### config.mk
export PLATFORM = sky130hd
export DESIGN_NAME = mul_dsp_arbiter
export DESIGN_NICKNAME = d
export VERILOG_FILES = /design/src/rtl/mul_dsp_arbiter.sv
export SDC_FILE = /design/constraint.sdc
export NUM_CORES = 1
export LEC_CHECK = 0
export CAP_MARGIN = 20
export CORE_MARGIN = 4
export CORE_UTILIZATION = 34
export CTS_BUF_LIST = sky130_fd_sc_hd__clkbuf_4
export CTS_CLUSTER_SIZE = 24
export DETAILED_ROUTE_END_ITERATION = 8
export PLACE_DENSITY = 0.83
export SYNTH_ARGS = -nofsm -noshare
export SYNTH_HDL_FRONTEND = slang
export SYNTH_SLANG_ARGS = --single-unit
export TNS_END_PERCENT = 20
### constraint.sdc
create_clock -name clk -period 2.86 [get_ports clk]
set_input_delay 0.429 -clock clk [delete_from_list [all_inputs] [get_ports clk]]
set_output_delay 0.429 -clock clk [all_outputs]
set_load 0.005 [all_outputs]
### src/rtl/mul_dsp_arbiter.sv
// mul_dsp_arbiter
// Shares one pipelined DSP multiplier (fixed LAT-cycle latency, no stall)
// among NREQ requesters. One operand pair is accepted per cycle, registered
// onto the multiplier inputs, and tagged with the requester id in a shift
// register that tracks the multiplier pipe so each product returns with its id.
//
// Build option: define MUL_ARB_FIXED_PRIO_EN for fixed priority (lowest valid
// index wins, no round-robin pointer). Default is round-robin.
module mul_dsp_arbiter #(
    parameter int N    = 16,
    parameter int NREQ = 4,
    parameter int IDW  = 2,
    parameter int LAT  = 3
) (
    input  logic                       clk,
    input  logic                       rst,
    input  logic [NREQ-1:0]            req_valid,
    input  logic [NREQ*N-1:0]          req_a,
    input  logic [NREQ*N-1:0]          req_b,
    output logic [NREQ-1:0]            req_ready,
    output logic [N-1:0]               mul_a,
    output logic [N-1:0]               mul_b,
    input  logic [2*N-1:0]             mul_p,
    output logic                       rsp_valid,
    output logic [IDW-1:0]             rsp_id,
    output logic [2*N-1:0]             rsp_p,
    output logic [$clog2(LAT+2)-1:0]   inflight
);

    localparam int CNTW = $clog2(LAT+2);

    logic                w_found;
    logic [IDW-1:0]      w_grantId;
    logic [NREQ-1:0]     w_grantOneHot;
    logic                w_xfer;
    logic [CNTW-1:0]     w_inflight;

    logic [N-1:0]        r_mulA;
    logic [N-1:0]        r_mulB;
    logic [LAT:0]        r_tagV;
    logic [IDW-1:0]      r_tagId [0:LAT];

`ifdef MUL_ARB_FIXED_PRIO_EN

    // Fixed priority: the lowest-indexed valid requester wins
    always_comb begin
        w_found   = 1'b0;
        w_grantId = '0;
        for (int k = 0; k < NREQ; k++) begin
            if (!w_found && req_valid[k]) begin
                w_found   = 1'b1;
                w_grantId = IDW'(k);
            end
        end
    end

`else

    logic [IDW-1:0]      r_ptr;
    logic [IDW-1:0]      w_cand;

    // Round-robin: scan from the requester after the last grant, first valid wins
    always_comb begin
        w_found   = 1'b0;
        w_grantId = '0;
        w_cand    = '0;
        for (int k = 1; k <= NREQ; k++) begin
            w_cand = IDW'((int'(r_ptr) + k) % NREQ);
            if (!w_found && req_valid[w_cand]) begin
                w_found   = 1'b1;
                w_grantId = w_cand;
            end
        end
    end

    // Remember the last granted id; reset to NREQ-1 so requester 0 goes first
    always_ff @(posedge clk) begin
        if (rst) begin
            r_ptr <= IDW'(NREQ-1);
        end else if (w_xfer) begin
            r_ptr <= w_grantId;
        end
    end

`endif

    // Turn the winning id into a one-hot grant, suppressed entirely during reset
    always_comb begin
        w_grantOneHot            = '0;
        w_grantOneHot[w_grantId] = 1'b1;
        w_xfer                   = w_found & ~rst;
        req_ready                = w_xfer ? w_grantOneHot : '0;
    end

    // Capture the granted operand pair onto the multiplier inputs; hold otherwise
    always_ff @(posedge clk) begin
        if (rst) begin
            r_mulA <= '0;
            r_mulB <= '0;
        end else if (w_xfer) begin
            r_mulA <= req_a[w_grantId*N +: N];
            r_mulB <= req_b[w_grantId*N +: N];
        end
    end

    // Tag pipe one stage deeper than the multiplier so the id lines up with mul_p
    always_ff @(posedge clk) begin
        if (rst) begin
            r_tagV <= '0;
            for (int k = 0; k <= LAT; k++) begin
                r_tagId[k] <= '0;
            end
        end else begin
            r_tagV <= {r_tagV[LAT-1:0], w_xfer};
            if (w_xfer) begin
                r_tagId[0] <= w_grantId;
            end
            for (int k = 1; k <= LAT; k++) begin
                r_tagId[k] <= r_tagId[k-1];
            end
        end
    end

    // Count live tags, including the one presenting on the response bus
    always_comb begin
        w_inflight = '0;
        for (int k = 0; k <= LAT; k++) begin
            w_inflight = w_inflight + CNTW'(r_tagV[k]);
        end
    end

    assign mul_a     = r_mulA;
    assign mul_b     = r_mulB;
    assign rsp_valid = r_tagV[LAT];
    assign rsp_id    = r_tagId[LAT];
    assign rsp_p     = mul_p;
    assign inflight  = w_inflight;

endmodule

* Word level (Yosys, flattened, before mapping)
Memories as Yosys holds them, arrays and structs flattened.
Index checks and enable logic that the tools add are counted.
** Storage, ports and cells
- Bits in registers :: 38
- RAM bits :: 8
- Output and inout port bits :: 74
- Memories kept :: 1
** Memories
- r_tagId :: depth 4, width 2, read ports 4, clocked after Yosys merged registers in 0, wr ports 4, line 41 : logic [IDW-1:0] r_tagId [0:LAT];
** Operators by class
- Add/sub/neg operators :: 7
- Order comparisons :: 6
- Shift operators :: 2
- Mux-type cells :: 29
- Bitwise operators :: 6
- Reduce and logical (&&, ||, !) cells :: 7
** Operators with widths (count)
- indexed part select 64 x 7 -> 16 bit :: 2
- two-way mux 2 bit :: 8
- less-than comparator 2 x 3 -> 1 bit, second input constant :: 5
- two-way mux 1 bit :: 15
- binary-select mux 1 bit (select 2 bit) :: 4
- adder 2 x 1 -> 2 bit, second input constant :: 2
- adder 2 bit, second input constant :: 2
- logical AND 1 bit :: 4
- two-way mux 4 bit :: 1
- bitwise OR 1 bit :: 4
- adder 2 x 1 -> 3 bit :: 1
- adder 3 x 1 -> 3 bit :: 1
- logical NOT 1 bit :: 3
- adder 1 x 1 -> 2 bit :: 1
- demux 1 bit (select 2 bit) :: 1
- greater-or-equal comparator 2 x 1 -> 1 bit, second input constant :: 1
- AND 1 bit :: 1
- NOT 1 bit :: 1

* Longest topological paths before layout
- Depth after elaboration :: 18
- Depth in mapped cells :: 8
- Mapped depth without buffers :: 5

* Worst setup path after synthesis
No wires, ideal clock.
- Path kind :: in2reg
- From :: input port req_valid[3]
- To :: register r_mulA[14] (netlist: mul_a[14])
- Library setup time :: 122 ps
- Arrival :: 1996 ps
- Data required time :: 2738 ps
- Setup slack :: 742 ps
- Stages :: 7
- Cells stage by stage :: nor2b_1 o21a_1 buf_2 nor3_4 buf_4 mux2_1 a221o_1
** Between the ends
- Longest elaborated chain between the ends :: 13
- Elaborated cells on any way between the ends :: 24
- Those cells by class :: 1 x shift; 16 x mux; 1 x bitwise; 6 x reduce/logical
** Ends and longest elaborated chain
- start, declared :: line 17 : input logic [NREQ-1:0] req_valid,
- binary-select mux 1 bit (select 2 bit) :: line 69 : if (!w_found && req_valid[w_cand]) begin
- two-way mux 1 bit (not written as such) :: line 69
- two-way mux 1 bit :: line 69
- logical NOT 1 bit :: line 69
- logical AND 1 bit :: line 69
- two-way mux 1 bit :: line 69
- logical NOT 1 bit :: line 69
- logical AND 1 bit :: line 69
- two-way mux 1 bit :: line 69
- logical NOT 1 bit :: line 69
- logical AND 1 bit :: line 69
- two-way mux 2 bit / two-way mux 1 bit (equally long branches) :: line 69
- indexed part select 64 x 7 -> 16 bit / AND 1 bit (equally long branches) :: line 101, 91
- end signal, assigned :: line 101 : r_mulA <= req_a[w_grantId*N +: N];
- end, declared :: line 38 : logic [N-1:0] r_mulA;
Several ways; a longest one is shown, not always the timed one. The select of a mux whose other input is x is not followed.
A chain may end at the register's enable or synchronous reset.

* Final worst setup path
- From :: input port req_valid[0]
- To :: output port req_ready[2]
** Between the ends
- Longest elaborated chain between the ends :: 17
- Elaborated cells on any way between the ends :: 29
- Those cells by class :: 2 x order compare; 19 x mux; 1 x bitwise; 7 x reduce/logical
** Ends and longest elaborated chain
- binary-select mux 1 bit (select 2 bit) :: line 69
- two-way mux 1 bit (not written as such) :: line 69
- two-way mux 1 bit :: line 69
- logical NOT 1 bit :: line 69
- logical AND 1 bit :: line 69
- two-way mux 1 bit :: line 69
- logical NOT 1 bit :: line 69
- logical AND 1 bit :: line 69
- two-way mux 1 bit :: line 69
- logical NOT 1 bit :: line 69
- logical AND 1 bit :: line 69
- two-way mux 2 bit :: line 69
- less-than comparator 2 x 3 -> 1 bit (not written as such) / greater-or-equal comparator 2 x 1 -> 1 bit (equally long branches) :: line 90 : w_grantOneHot[w_grantId] = 1'b1;
- logical AND 1 bit (not written as such) :: line 90
- two-way mux 1 bit (not written as such) :: line 90
- demux 1 bit (select 2 bit) :: line 90
- two-way mux 4 bit * :: line 92 : req_ready = w_xfer ? w_grantOneHot : '0;
- end, declared :: line 20 : output logic [NREQ-1:0] req_ready,
Mark *: on every way between the ends. The rest lies on a longest branch, timed or not. The select of a mux whose other input is x is not followed.

==> impl_metrics.json <==
{
  "drive_gt1_share_pct": 7.46,
  "post-route-drc-count": 0,
  "internal_reg_to_reg_setup_slack_ns": 0.73,
  "ctsHoldBuffers": 0,
  "dr.first_iter.drc_count": 146,
  "vdd.ir_drop.worst_mv": 0.197,
  "fill_cells": 780,
  "row_count": 33,
  "number_of_nets_at_the_end_of_the_flow": 637,
  "mostFrequentLayoutCells": "sky130_fd_sc_hd__clkdlybuf4s50_1 (173), sky130_fd_sc_hd__dfxtp_1 (46)",
  "number_of_i_o_pins": 240,
  "r2r_worst_path_depth": 6,
  "place_worst_setup_slack_ns": 0.0393,
  "worst_clock_skew_ns": 0.0150,
  "synth_warnings": 0,
  "final_antenna_violating_net_count": 0,
  "via_per_inst": 5.70,
  "cts_tree": "built",
  "cts_root_buf": "sky130_fd_sc_hd__clkbuf_4",
  "globalRoute.totalOverflow": 0,
  "cts_made_buffers": 5,
  "worst_r2r_startpoint": "r_ptr[0]$_SDFFE_PP1P_",
  "area_growth_pct": 59.6,
  "clock_path_buffers": 2,
  "finalWirelength_um": 11800,
  "routed-via-count": 3274,
  "synth-seq-cells": 46,
  "worstSetupPathType": "input pin to output pin",
  "floorplan.die.height_um": 101,
  "final-hold-violation-count": 0,
  "netlist.top_cell.by_area": "sky130_fd_sc_hd__dfxtp_1",
  "drv_cap": 0,
  "fp.coreArea_mm2": 0.00834,
  "critical_path_required_ns": 2.43,
  "wl_per_cell_um": 20.5,
  "place.gp.congestion": 0.789,
  "max_freq_mhz": 360,
  "die_x_um": 101,
  "top_cell_type_s_share_of_synthesized_area_pct": 31.2,
  "grt_first_pass_wirelength_um": 17300,
  "slew_violations": 0,
  "netlist_instances": 335,
  "whs_endpoint": "r_tagId[0][1]$_DFF_P_",
  "finalCritPeriodShare_pct": 97.1,
  "critical_path.reg2reg.endpoint": "mul_b[14]$_SDFFE_PP0P_",
  "first_global_vias": 3457,
  "sink_count": 46,
  "cts-htree-levels": 2,
  "worst_max_slew_pin_slew_ns": 0.403,
  "critical_path_launch_point_type": "input pin",
  "antenna_found_initial": 0,
  "total_leakage_power_nw": 1.82,
  "ys_types": 37,
  "final_common_cell": "sky130_fd_sc_hd__clkdlybuf4s50_1",
  "insertion_delay_to_the_later_sink_of_the_worst_skew_pair_ns": 0.37,
  "timing.max_slew.rel_slack_pct": 73.1,
  "yosys-top-cells-area": "sky130_fd_sc_hd__dfxtp_1 (31%), sky130_fd_sc_hd__a221o_1 (8.5%), sky130_fd_sc_hd__buf_4 (8.4%)",
  "hpwlAfterDp_um": 8670,
  "kind_of_end_point_of_the_critical_path": "output pin",
  "power-per-cell-area_mw_per_mm2": 435,
  "avg_inst_size_synth_um2": 8.82,
  "setup_viol": 0,
  "utilization_pct": 56.6,
  "detailedRoute.firstPassIterationCount": 4,
  "finalWorstSetupSlack_ns": 0.0822,
  "maximum_number_of_pins_on_one_net_before_global_route_repair": 33,
  "critical_path.max_fanout": 3,
  "clkTransAtPathRegs_ns": 0.16,
  "cts_resized": 0,
  "worstHoldPathCells": 2,
  "yosysSeqAreaShare_pct": 31.2,
  "initial_utilization_pct": 35.4,
  "num_antenna_cells": 0,
  "status": "completed",
  "overall_track_demand_over_capacity_in_global_routing_pct": 21.5,
  "post-cts-setup-buffer-count": 0,
  "hold_crit_path_type": "register to register",
  "numPortBuffers": 175,
  "die_area_mm2": 0.0102,
  "synth_fp_nets": 504,
  "arrival_worst_endpoint_ns": 2.35,
  "fin_crit_ns": 2.78,
  "timing.hold.worst.start": "r_tagId[0][1]$_DFF_P_",
  "mappedNetlistArea_mm2": 0.00296
}
==> worst max-delay path, stage by stage <==
cell and delay, ns:
sky130_fd_sc_hd__clkdlybuf4s50_1 0.45, sky130_fd_sc_hd__or2_1 0.27, sky130_fd_sc_hd__a311o_1 0.35, sky130_fd_sc_hd__or2_4 0.25, sky130_fd_sc_hd__nor2_1 0.09, sky130_fd_sc_hd__clkdlybuf4s50_1 0.51
==> sequential cells by signal, indices dropped and copies added, names as in the netlist <==
name     count
r_ptr        2
r_tagId      8
mul_b       16
mul_a       16
r_tagV       4
==> layer usage <==
layer	track usage [%]	share of wire (%)
met5	0	0
met4	5.52	1.7
met3	6.27	9.8
met2	40.9	52
met1	22.9	36
==> worst max path at each step <==
| stage | cells after the start | start | to |
|---|---|---|---|
| final | 6 | req_valid[0] | req_ready[2] |
| after global routing | 6 | req_valid[0] | req_ready[2] |
| after detailed placement | 7 | req_valid[3] | mul_a[7]$_SDFFE_PP0P_ |
| after floorplan | 7 | req_valid[3] | mul_a[14]$_SDFFE_PP0P_ |
| after global placement | 6 | req_valid[3] | req_ready[2] |
| after CTS | 6 | req_valid[3] | req_ready[3] |
==> area by class of cell <==
cell class                      count  area [um2]  share of cell area (%)
Clock buffer                        5        37.5                   0.796
Clock inverter                      3        68.8                    1.46
Inverter                            5        18.8                   0.398
Multi-Input combinational cell    218        1640                    34.8
Sequential cell                    46         921                    19.5
Tap cell                          105         131                    2.79
Timing Repair Buffer              192        1900                    40.2
==> power by group <==
part	switching [mW]	internal, mW	leakage, nW
registers	0.0472	0.720	0.381
logic	0.304	0.467	1.38
clock network	0.239	0.274	0.0554
==> through the flow <==
stage	std cells	cell area (um2)	TNS, ns	total power, mW	hold WS [ns]
3_5_place_dp	566	4600	0	1.55	0.428
6_report	574	4720	0	2.05	0.446
3_3_place_gp	566	4600	0	1.52	0.419
2_1_floorplan	335	2960	0	1.14	0.414
5_1_grt	574	4720	-0.0166	2.15	0.474
4_1_cts	574	4710	0	2.06	0.450
==> synthesized netlist by cell type <==
library cell,count
sky130_fd_sc_hd__o31ai_1,25
sky130_fd_sc_hd__o21ai_0,7
sky130_fd_sc_hd__and4_1,7
sky130_fd_sc_hd__o21ai_1,2
sky130_fd_sc_hd__o211ai_1,7
sky130_fd_sc_hd__nand3_1,1
sky130_fd_sc_hd__a221o_1,25
sky130_fd_sc_hd__mux2i_1,7
sky130_fd_sc_hd__or3_1,1
sky130_fd_sc_hd__a21o_1,1
sky130_fd_sc_hd__inv_1,5
sky130_fd_sc_hd__nand2_1,10
sky130_fd_sc_hd__nand2b_1,3
sky130_fd_sc_hd__and2_1,1
sky130_fd_sc_hd__nor2b_1,9
sky130_fd_sc_hd__mux2_2,4
sky130_fd_sc_hd__o21a_1,2
sky130_fd_sc_hd__a21oi_1,25
sky130_fd_sc_hd__dfxtp_1,46
sky130_fd_sc_hd__nand4_1,25
sky130_fd_sc_hd__o31a_1,7
sky130_fd_sc_hd__or2_1,2
sky130_fd_sc_hd__fa_1,1
sky130_fd_sc_hd__a311o_1,1
sky130_fd_sc_hd__nor3_1,3
sky130_fd_sc_hd__buf_1,2
sky130_fd_sc_hd__nor2_1,15
sky130_fd_sc_hd__ha_1,2
sky130_fd_sc_hd__buf_2,5
sky130_fd_sc_hd__nor3b_1,1
sky130_fd_sc_hd__nor3_4,1
sky130_fd_sc_hd__buf_6,2
sky130_fd_sc_hd__clkbuf_1,24
sky130_fd_sc_hd__o21bai_1,1
sky130_fd_sc_hd__a21oi_2,1
sky130_fd_sc_hd__buf_4,33
sky130_fd_sc_hd__mux2_1,21
==> logic make-up after synthesis <==
| group | Yosys count | share of synthesized area [%] |
|---|---|---|
| compound gates | 104 | 26.1 |
| buf+inv | 71 | 13.9 |
| simple gates | 79 | 15.4 |
| flops | 46 | 31.2 |
| mux | 32 | 11.9 |
| fa+ha+maj | 3 | 1.52 |
Power figures use the tool's default switching activity.
==> RTL change 1: new RTL, same flow settings <==
Change the parameter `NREQ` from 4 to 3.
--- a/src/rtl/mul_dsp_arbiter.sv
+++ b/src/rtl/mul_dsp_arbiter.sv
@@ -9,5 +9,5 @@
 module mul_dsp_arbiter #(
     parameter int N    = 16,
-    parameter int NREQ = 4,
+    parameter int NREQ = 3,
     parameter int IDW  = 2,
     parameter int LAT  = 3
Ports: changed (resized req_a, req_b, req_ready and req_valid); port bits go from 240 to 206. No check against the original RTL was run, so the function may have changed too.
==> RTL change 1 against the original RTL <==
  * Sequential cell count unchanged
  * Design area decreased by 13%
  * Wire length decreased by 30%
  * Synthesized area decreased by 10%
  * Largest cell class unchanged
  * Critical path type is now reg2out
  * Via count decreased by 23%
  * Setup slack got worse by 0.039 ns
Power is not compared: it rests on default switching activity, and its combinational part moved more than twofold at a synthesized area within 25%.
==> RTL change 1: results <==
{
  "synth_fa_ha_area_share_pct": 3.59,
  "timing.hold.ws_ns": 0.443,
  "worstSetupStartpoint": "r_ptr[1]$_SDFFE_PP1P_",
  "crit_family": "multiplexers",
  "reg2reg_to": "mul_b[10]$_SDFFE_PP0P_",
  "clkTransAtPathRegs_ns": 0.13,
  "final_area_mm2": 0.00408,
  "drt_wl_total_um": 8220,
  "timing.rr.start": "r_ptr[0]$_SDFFE_PP0P_",
  "status": "finished, final reports clean",
  "gp_congestion": 0.937,
  "final_nets": 523,
  "ys_warn_count": 0,
  "grt_pass1_vias": 2603,
  "placed_cell_area_mm2": 0.00394,
  "place_hpwl_um": 6130,
  "grt_max_degree": 36,
  "min_from": "r_tagId[0][5]$_DFF_P_",
  "skew_ns": 0.0103,
  "cp-endpoint": "req_ready[1]",
  "hold_depth": 1,
  "ys_types": 42,
  "regToRegSetupSlack_ns": 0.37,
  "synth-compound-area-share_pct": 21.4,
  "grt_pass1_wl_um": 12200,
  "cp_slowest_cell": "or3_4",
  "relSlewSlack_pct": 72.0,
  "drtIter0Drc": 62,
  "fillers": 634,
  "cp.arrival_ns": 2.39,
  "synth_mux_area_share_pct": 13.6,
  "vias": 2526,
  "critical_path.max_stage_delay_ns": 0.38,
  "synthTopCellsByArea": "dfxtp_1, mux2i_1, buf_4",
  "synth_nets": 407,
  "grtUsageTotal_pct": 16.9,
  "whs_endpoint": "r_tagId[0][7]$_SDFF_PP0_",
  "synth_edf_count": 2,
  "synth.yosys.seq_area_share_pct": 35.5,
  "r2r_cells": 10
}
RTL change 1: cell types whose count changed after synthesis, moves of 21 or more:
cell and change:
nand4_1 -25, a221o_1 -25, o21ai_1 +27, o31ai_1 -25
mux2_1 -21, a32oi_1 +32, mux2i_1 +26, a21oi_1 -23
clkbuf_1 -23
RTL change 1: power by group through the flow:
stage	clock network, W	logic, W	registers (W)
2_1_floorplan	0	0.00143	0.000997
3_3_place_gp	0	0.00232	0.000980
3_5_place_dp	0	0.00238	0.000989
4_1_cts	0.000322	0.00244	0.000982
5_1_grt	0.000345	0.00270	0.00100
6_report	0.000304	0.00249	0.000981
RTL change 1: stage by stage:
| step | cells | setup TNS, ns | setup WS (ns) |
|---|---|---|---|
| 2_1_floorplan | 267 | 0 | 0.408 |
| 3_3_place_gp | 470 | -0.217 | -0.138 |
| 3_5_place_dp | 470 | -0.300 | -0.166 |
| 4_1_cts | 479 | -0.000368 | -0.000368 |
| 5_1_grt | 483 | -0.0865 | -0.0426 |
| 6_report | 483 | 0 | 0.0430 |
RTL change 1: cell type report:
class | instances | area share [%]
repair buffers | 164 | 39.3
multi-input cells | 156 | 32.3
flip-flops and latches | 46 | 23.2
well taps | 99 | 3.03
clock buffers | 6 | 1.10
inverters | 10 | 0.919
clock inverters | 2 | 0.214
RTL change 1: repair_timing:
action | 4_1_cts | 5_1_grt
pin swaps | 0 | 2
buffers inserted | 1 | 4
setup endpoints to repair | 3 | 3
resized for setup | 14 | 4
RTL change 1: layer usage:
| metal | routed length, um | global-route usage, % | vias up |
|---|---|---|---|
| met2 | 4110 | 29.3 | 140 |
| li1 | - | - | 1187 |
| met4 | 223 | 8.29 | 0 |
| met5 | 0 | 0 | - |
| met1 | 3030 | 18.0 | 1174 |
| met3 | 854 | 6.25 | 25 |
==> RTL change 2: new RTL, same settings <==
Made on the original files. `r_tagV` no longer has a reset.
--- a/src/rtl/mul_dsp_arbiter.sv
+++ b/src/rtl/mul_dsp_arbiter.sv
@@ -107,10 +107,8 @@
     always_ff @(posedge clk) begin
         if (rst) begin
-            r_tagV <= '0;
             for (int k = 0; k <= LAT; k++) begin
                 r_tagId[k] <= '0;
             end
         end else begin
-            r_tagV <= {r_tagV[LAT-1:0], w_xfer};
             if (w_xfer) begin
                 r_tagId[0] <= w_grantId;
@@ -120,4 +118,8 @@
             end
         end
+    end
+
+    always_ff @(posedge clk) begin
+        r_tagV <= {r_tagV[LAT-1:0], w_xfer};
     end
 
Check against the original RTL: differs if rst is asserted again (counterexample within 4 cycles, from zero or initial values and one cycle with rst high); with rst held inactive, the same outputs for 4 cycles.
==> RTL change 2 against the original RTL <==
  * Non-clock buffer count grew 1
  * Combinational power increased by 4.2%
  * Design area up 3.2%
  * Utilization decreased by 3.6 points
  * Power fell by 6.8%
  * Sequential cell count stayed put
  * Register-to-register slack better by 0.22 ns
  * Count of clock-buffer cells in the layout stayed put
  * Synthesized area grew 8.4%
  * Setup slack better by 0.0075 ns
  * Wire length fell by 7.3%
==> RTL change 2: results <==
{
  "fillers": 858,
  "wl_per_cell_um": 18.2,
  "place_hpwl_um": 8270,
  "use_met1_pct": 20.7,
  "multi_input_area_mm2": 0.00184,
  "grt_max_degree": 34,
  "grtUsageTotal_pct": 18.8,
  "status": "finished, final reports clean",
  "pg_comb_w": 0.000802,
  "multi_input_area_share_pct": 37.7,
  "synthTopCellsByArea": "dfxtp_1, mux2i_1, and4_1",
  "met2RoutedLength_um": 5550,
  "ir_drop_mv": 0.204,
  "crit_family": "buffers and inverters",
  "power_w": 0.00191,
  "pre_cts_ws_ns": -0.0125,
  "grt_pass1_wl_um": 16900,
  "critPathMaxFanout": 4,
  "synth_nets": 522,
  "grt_pass1_vias": 3309,
  "wl_met3_um": 848,
  "whs_endpoint": "r_tagV[2]$_DFF_P_",
  "drive_gt1_share_pct": 11.5,
  "buffer_area_share_pct": 38.8,
  "total_leakage_power_nw": 1.87,
  "clkCellAreaFrac_pct": 1.29,
  "synthCells": 353,
  "dp.cells": 592,
  "drtIter0Drc": 133,
  "drt-met1-wl_um": 4310,
  "multi_input_gates": 237,
  "layout_min_cycle_time_ns": 2.77,
  "synth_area_mm2": 0.00320,
  "final_nets": 657,
  "buffers": 193,
  "skew_ns": 0.0114,
  "synthTopCellsByCount": "dfxtp_1, nand2_1",
  "regToRegSetupSlack_ns": 0.95,
  "ys_types": 36,
  "intPower_w": 0.00131,
  "clk-power_w": 0.000340,
  "globalRouteMet2Util_pct": 34.5,
  "placed_cell_area_mm2": 0.00480,
  "reg2reg_to": "mul_a[13]$_SDFFE_PP0P_",
  "fin_cells": 600,
  "hold_depth": 0,
  "worstMarginPinSlew_ns": 0.951,
  "synth.yosys.seq_area_share_pct": 28.7,
  "gp_congestion": 0.833,
  "cp.arrival_ns": 2.34,
  "grt_use_met3_pct": 5.93,
  "min_from": "r_tagV[1]$_DFF_P_",
  "via_per_inst": 5.36
}
## RTL change 2: changes by cell type after synthesis, moves of 19 or more
| cell | change |
|---|---|
| mux2_1 | -21 |
| o31a_1 | +25 |
| a221o_1 | -25 |
| a21oi_1 | -24 |
| nand2_1 | +24 |
| nand4_1 | -25 |
| mux2i_1 | +25 |
| and4_1 | +25 |
| o211ai_2 | +19 |
| o21ai_1 | +29 |
| o31ai_1 | -25 |
## RTL change 2: what timing repair did
action / CTS / global route
endpoints found under the setup margin: 2 / 2
gates resized for setup: 1 / 2
hold buffers: 0 / 0
## RTL change 2: cells by family after synthesis
group / count (synthesis) / synth area share, %
flops: 46 / 28.7
compound gates: 104 / 26.2
fa+ha+maj: 3 / 1.41
buf+inv: 70 / 14.8
mux: 32 / 10.0
simple gates: 98 / 18.9
